## src/rtl/dw_reg_array.sv

```systemverilog
// Per-row pixel register array feeding the depthwise PE array.
// Each lane register loads, shifts into a reuse FIFO, or takes a neighbour FIFO's head.
module dw_reg_array #(
    parameter int DW     = 8,
    parameter int POY    = 3,
    parameter int STRIDE = 1,
    parameter int FDEPTH = 4,
    parameter int KSIZE  = 3
) (
    input  logic                clk,
    input  logic                rst,
    input  logic [POY*DW-1:0]   pix_in,
    input  logic [2*POY-1:0]    reg_array_cmd,
    input  logic                fifo_read,
    output logic [POY*DW-1:0]   pix_out,
    output logic                pix_vld,
    output logic [POY-1:0]      fifo_empty,
    output logic [POY-1:0]      fifo_full,
    output logic                err_ovf,
    output logic                err_udf
);

    localparam int PW = (FDEPTH > 1) ? $clog2(FDEPTH) : 1;
    localparam int CW = $clog2(FDEPTH + 1);
    localparam logic [PW-1:0] PTR_LAST = PW'(FDEPTH - 1);
    localparam logic [CW-1:0] CNT_FULL = CW'(FDEPTH);

    typedef enum logic [1:0] {
        CMD_IB = 2'b00,
        CMD_SF = 2'b01,
        CMD_IF = 2'b10,
        CMD_NE = 2'b11
    } cmd_e;

    if (STRIDE < 1 || STRIDE > 2 || STRIDE >= POY) begin : gBadStride
        $error("dw_reg_array: STRIDE must be 1 or 2 and less than POY");
    end
    if (FDEPTH < KSIZE) begin : gBadDepth
        $error("dw_reg_array: FDEPTH must be at least KSIZE");
    end

    logic [DW-1:0] lane_q  [POY];
    logic [DW-1:0] lane_d  [POY];
    logic [DW-1:0] mem_q   [POY][FDEPTH];
    logic [PW-1:0] rdPtr_q [POY];
    logic [PW-1:0] rdPtr_d [POY];
    logic [PW-1:0] wrPtr_q [POY];
    logic [PW-1:0] wrPtr_d [POY];
    logic [CW-1:0] count_q [POY];
    logic [CW-1:0] count_d [POY];
    logic          vld_q, vld_d;
    logic          ovf_q, ovf_d;
    logic          udf_q, udf_d;

    cmd_e          laneCmd [POY];
    logic [DW-1:0] head    [POY];
    logic [POY-1:0] pop;
    logic [POY-1:0] wrEn;

    function automatic logic [PW-1:0] ptrInc(input logic [PW-1:0] p);
        return (p == PTR_LAST) ? '0 : p + PW'(1);
    endfunction

    always_comb begin
        for (int i = 0; i < POY; i++) begin
            laneCmd[i]    = cmd_e'(reg_array_cmd[2*i +: 2]);
            head[i]       = mem_q[i][rdPtr_q[i]];
            fifo_empty[i] = (count_q[i] == '0);
            fifo_full[i]  = (count_q[i] == CNT_FULL);
            pix_out[i*DW +: DW] = lane_q[i];
        end
    end

    // Source FIFO heads are sampled before this cycle's pop, so IF with fifo_read sees the old head.
    always_comb begin
        int src;
        vld_d = 1'b0;
        ovf_d = ovf_q;
        udf_d = udf_q;
        src   = 0;
        for (int i = 0; i < POY; i++) begin
            lane_d[i]  = lane_q[i];
            rdPtr_d[i] = rdPtr_q[i];
            wrPtr_d[i] = wrPtr_q[i];
            count_d[i] = count_q[i];
            pop[i]     = fifo_read && !fifo_empty[i];
            wrEn[i]    = (laneCmd[i] == CMD_SF) && (!fifo_full[i] || pop[i]);
            src        = (i + STRIDE) % POY;

            if (fifo_read && fifo_empty[i]) begin
                udf_d = 1'b1;
            end
            if ((laneCmd[i] == CMD_SF) && fifo_full[i] && !pop[i]) begin
                ovf_d = 1'b1;
            end
            if (laneCmd[i] != CMD_NE) begin
                vld_d = 1'b1;
            end

            case (laneCmd[i])
                CMD_IB, CMD_SF: lane_d[i] = pix_in[i*DW +: DW];
                CMD_IF: begin
                    if (i < POY - STRIDE) begin
                        if (fifo_empty[src]) begin
                            lane_d[i] = '0;
                            udf_d     = 1'b1;
                        end else begin
                            lane_d[i] = head[src];
                        end
                    end else begin
                        lane_d[i] = pix_in[i*DW +: DW];
                    end
                end
                default: ;
            endcase

            if (pop[i]) begin
                rdPtr_d[i] = ptrInc(rdPtr_q[i]);
            end
            if (wrEn[i]) begin
                wrPtr_d[i] = ptrInc(wrPtr_q[i]);
            end
            case ({wrEn[i], pop[i]})
                2'b10:   count_d[i] = count_q[i] + CW'(1);
                2'b01:   count_d[i] = count_q[i] - CW'(1);
                default: ;
            endcase
        end
    end

    always_ff @(posedge clk or posedge rst) begin
        if (rst) begin
            for (int i = 0; i < POY; i++) begin
                lane_q[i]  <= '0;
                rdPtr_q[i] <= '0;
                wrPtr_q[i] <= '0;
                count_q[i] <= '0;
            end
            vld_q <= 1'b0;
            ovf_q <= 1'b0;
            udf_q <= 1'b0;
        end else begin
            for (int i = 0; i < POY; i++) begin
                lane_q[i]  <= lane_d[i];
                rdPtr_q[i] <= rdPtr_d[i];
                wrPtr_q[i] <= wrPtr_d[i];
                count_q[i] <= count_d[i];
            end
            vld_q <= vld_d;
            ovf_q <= ovf_d;
            udf_q <= udf_d;
        end
    end

    // Storage needs no reset: a zero count hides whatever stale data remains.
    always_ff @(posedge clk) begin
        for (int i = 0; i < POY; i++) begin
            if (wrEn[i]) begin
                mem_q[i][wrPtr_q[i]] <= lane_q[i];
            end
        end
    end

    assign pix_vld = vld_q;
    assign err_ovf = ovf_q;
    assign err_udf = udf_q;

endmodule

```

## config.mk

```make
export PLATFORM = sky130hd
export DESIGN_NAME = dw_reg_array
export DESIGN_NICKNAME = d
export VERILOG_FILES = /design/src/rtl/dw_reg_array.sv
export SDC_FILE = /design/constraint.sdc
export NUM_CORES = 1
export LEC_CHECK = 0
export ABC_AREA = 1
export CORE_MARGIN = 2
export CORE_UTILIZATION = 50
export DETAILED_ROUTE_END_ITERATION = 12
export DONT_BUFFER_PORTS = 1
export MAX_ROUTING_LAYER = met4
export PLACE_DENSITY = 0.69
export SETUP_SLACK_MARGIN = 0.05
export SYNTH_ARGS = -nofsm -noshare
export SYNTH_HDL_FRONTEND = slang
export SYNTH_SLANG_ARGS = --single-unit
```

## constraint.sdc

```tcl
create_clock -name clk -period 5.1 [get_ports clk]
set_clock_uncertainty 0.2 [all_clocks]
set_input_delay 0.51 -clock clk [delete_from_list [all_inputs] [get_ports clk]]
set_output_delay 0.51 -clock clk [all_outputs]
set_load 0.02 [all_outputs]
```

==> flow_results.org <==
** Yosys
- Sorting the synthesized cells by area gives the leading types as sky130_fd_sc_hd__edfxtp_1, sky130_fd_sc_hd__dfrtp_1, sky130_fd_sc_hd__nand2_1, sky130_fd_sc_hd__o21ai_0, sky130_fd_sc_hd__nor2_1.
- In this run the biggest area consumer among cell types represents 41.1% of the synthesized area.
- Gate count after technology mapping :: 442
- The synthesized netlist contains 30 unique library cells.
- sky130_fd_sc_hd__edfxtp_1 takes more of the synthesized area than any other cell.
- Share of synthesized area spent on multiplexers :: 0%
- The synthesized netlist devotes 7.66% of its cell area to compound gates.
- After Yosys synthesis, full adders, half adders and majority gates account for 3.96% of the synthesized area.
- Area fraction in and, or, nand and nor cells after synthesis :: 17.7%
- Total nets after synthesis :: 488
- Summing the sequential cell areas from Yosys gives 64.7% of the chip area.
- Post-synthesis cell area :: 4670 um^2
- Main combinational cell family by area after synthesis :: simple AND/OR/NAND/NOR gates
- Number of synthesized register bits :: 108
- During synthesis, Yosys emitted a total of 0 warnings.
- Syn Area/Cell :: 10.6 um^2
- Of the total synthesized cell area, the portion taken by XOR and XNOR cells is 0.562%.

** Clock network
- Buffers added to address setup during post-CTS repair amount to 0.
- Clock slew at reported path FFs :: 0.11 ns
- In this run, CTS created clock tree buffers numbering 9.
- No sink is reached through more buffers than the 2 on the longest clock path.
- Clock tree from TritonCTS :: yes
- The tree built by TritonCTS fans out to 108 sinks.
- The number of hold buffers added after CTS was 0.
- In this run, post-CTS repair resized a total of 0 instances.
- The later pin in the worst-skew pair is clocked with a latency of 0.36 ns.
- Clock root buffer :: sky130_fd_sc_hd__clkbuf_8
- H-Tree Level Count :: 3

** Timing
- Number of hold violations in the final report :: 0
- The worst path meets setup with 3.11 ns of slack.
- Timing would allow up to 503 MHz.
- For the pin with the worst max-slew slack, the measured transition is 0.920 ns.
- Post-Route Hold Slack :: 0.00879 ns
- The final count of pins violating max slew came to 0.
- Post-Route Setup TNS :: 0 ns
- Setup violations remaining at the end of the flow were counted as 0.
- Dividing the final minimum period by the clock period gives 39.0%.
- Min Tclk post-route :: 1.99 ns
- Setup repair after global routing left no endpoint under its margin.
- Relative slew slack :: 38.6%

** Layout
- Fraction of final layout cells sized beyond drive strength 1 :: 8.00%
- Synth-to-Final Area Change :: 5.76%
- Most common cell after layout, fill and taps aside :: sky130_fd_sc_hd__nand2_1
- The final layout contains 491 nets.
- The top cell types in the final layout, fill and taps aside, are sky130_fd_sc_hd__nand2_1, sky130_fd_sc_hd__edfxtp_1, sky130_fd_sc_hd__nor2_1.
- Final standard cell count with taps included and fillers excluded :: 561
- The repair_antennas step left the layout with diodes totalling 0.
- Finished layout cell area :: 4940 um^2
- The filler cells instantiated in the layout total 775.

** Critical path
- Among the stages of the critical path, the cell type that occurs most often is sky130_fd_sc_hd__inv_2.
- Of all nets on the critical path, the largest fanout is 8.
- The worst setup path is captured at a flip-flop.
- Cell type group with the largest total delay on the critical path :: simple AND/OR/NAND/NOR gates
- Crit-path cells :: inv_2 -> nand3_1 -> inv_2 -> nand2_1 -> nand2_2 -> nor2_1
- The worst setup path is of the flip-flop to flip-flop kind.
- Among all stages on the critical path, the largest delay is contributed by sky130_fd_sc_hd__nor2_1.
- Worst endpoint required time :: 4.90 ns
- For this run, the slowest stage of the critical path takes 0.55 ns.
- The number of buffers and inverters on the critical path is 2.
- Type of element launching the critical path :: flip-flop
- Data arrives at the worst endpoint at 1.79 ns.

** Power
- In this run the power density over the cells is 510 nW/um^2.
- Combinational cell fraction of total power :: 28.0%
- Pleak :: 0.00208 uW
- Of the total power, the clock network draws 19.7%.
- Sequential group share of total power :: 52.3%
- Sw power :: 988 uW
- Net switching is 39.2% of the power.
- Largest vdd supply drop :: 0.228 mV
- Cell internal power was estimated by the tool at 1530 uW.

** Global route
- Across every metal layer, demand over resource in global routing totals 19.1%.
- The first global-routing pass estimated 14.5 mm of wire.
- The number of global-route vias before repair is 2924.
- Summed over all layers, the global routing overflow is 0.
- The number of antenna violations at the first check in global routing is 0.
- Entering global routing, the biggest net connects 45 pins.

** Placed design
- Prior to clock tree synthesis, the placed netlist has a worst setup slack of 2.74 ns.
- At the end of routability-driven placement, the weighted congestion stood at 0.820.
- In this run the tool buffered the top-level ports with 0 buffer cells.
- Once placement completed, the tool counted placed cells totaling 545.
- After legalization and detailed placement, the total HPWL measured 6.45 mm.
- Post-DP Area :: 4750 um^2

** Floorplanning
- Die Width :: 101 um
- Number of I/O pins :: 66
- Die Outline Area :: 10100 um^2
- From bottom edge to top edge, the die measures 101 um.
- FP Rows :: 35
- Core area :: 9150 um^2
- The initial utilization of the core area, before any placement, comes to 51.0%.

** Outcome
- Run status :: finished, final reports clean

** Detailed routing
- The pre-antenna-repair detailed-routing pass consisted of 4 iterations.
- Avg Vias per Cell :: 5.39
- DRT antenna net count :: 0
- The final route contains 3024 vias.
- The routed design has 8.75 mm of wire.
- Drt drc :: 0
- Number of violations reported at the end of detailed-routing iteration 0 :: 167
- In the final routed layout, each cell accounts on average for 15.6 um.

** Job
- Across the run, the number of max-cap violations was 0.

** Hold path
- The tightest min-delay check is of the primary input to async pin type.
layer usage:
| layer | global-route usage (%) | vias up | wire (um) |
|---|---|---|---|
| li1 | - | 1486 | - |
| met1 | 23.2 | 1441 | 3690 |
| met2 | 31.7 | 82 | 4450 |
| met3 | 4.51 | 15 | 425 |
| met4 | 5.90 | 0 | 182 |
| met5 | - | - | 0 |
synthesized netlist by cell type (all sizes together):
cell type / instances
a21oi: 7
a31oi: 1
buf: 7
clkbuf: 1
clkinv: 4
dfrtp: 44
edfxtp: 64
fa: 3
ha: 10
inv: 47
nand2: 111
nand3: 30
nand3b: 1
nand4: 2
nor2: 48
nor3: 1
o211ai: 1
o21ai: 40
o22ai: 16
o311ai: 1
xor2: 3
state kept, by name (all words and copies together), names as in the netlist:
signal,flops
count_q,9
err_ovf,1
err_udf,1
mem_q,64
pix_out,24
pix_vld,1
rdPtr_q,4
wrPtr_q,4
power by group through the flow:
stage / Clock (uW) / Sequential [uW] / Combinational, uW
CTS: 507 / 1320 / 712
detailed placement: 0 / 1340 / 708
global route: 542 / 1350 / 823
floorplan: 0 / 1260 / 622
global placement: 0 / 1330 / 675
finish: 495 / 1320 / 705
stage by stage:
step	power, uW	util [%]
after CTS	2540	54.0
after floorplan	1880	-
after global placement	2010	51.9
final	2520	54.0
after detailed placement	2050	51.9
after global routing	2710	54.0
logic make-up after synthesis:
logic type,after synthesis
and+or+nand+nor,193
adders and majority gates,13
DFF,108
AOI/OAI and AO/OA,66
xor gates and xnor gates,3
buffers and inverters,59
final timing paths:
| kind | from | end | slack [ns] | cells past startpoint |
|---|---|---|---|---|
| min reg2reg | count_q[6] | count_q[6] | 0.29 | 1 |
| max | count_q[3] | mem_q[1][7] | 3.11 | 6 |
| min | rst | wrPtr_q[1] | 0.009 | 1 |
| max reg2reg | count_q[3] | mem_q[1][7] | 3.11 | 6 |
| min in group clk | pix_in[20] | pix_out[20] | 0.05 | 2 |
| max in group asynchronous | rst | rdPtr_q[2] | 4.10 | 1 |
area by class of cell:
class	count	area [um^2]	share of cell area (%)
multi-input combinational	275	1400	28.2
clock buffer	9	124	2.51
clock inverter	7	68.8	1.39
tap	111	139	2.81
sequential	108	3020	61.2
inverter	51	191	3.87
Note: power is estimated with default switching activity, not from simulation.
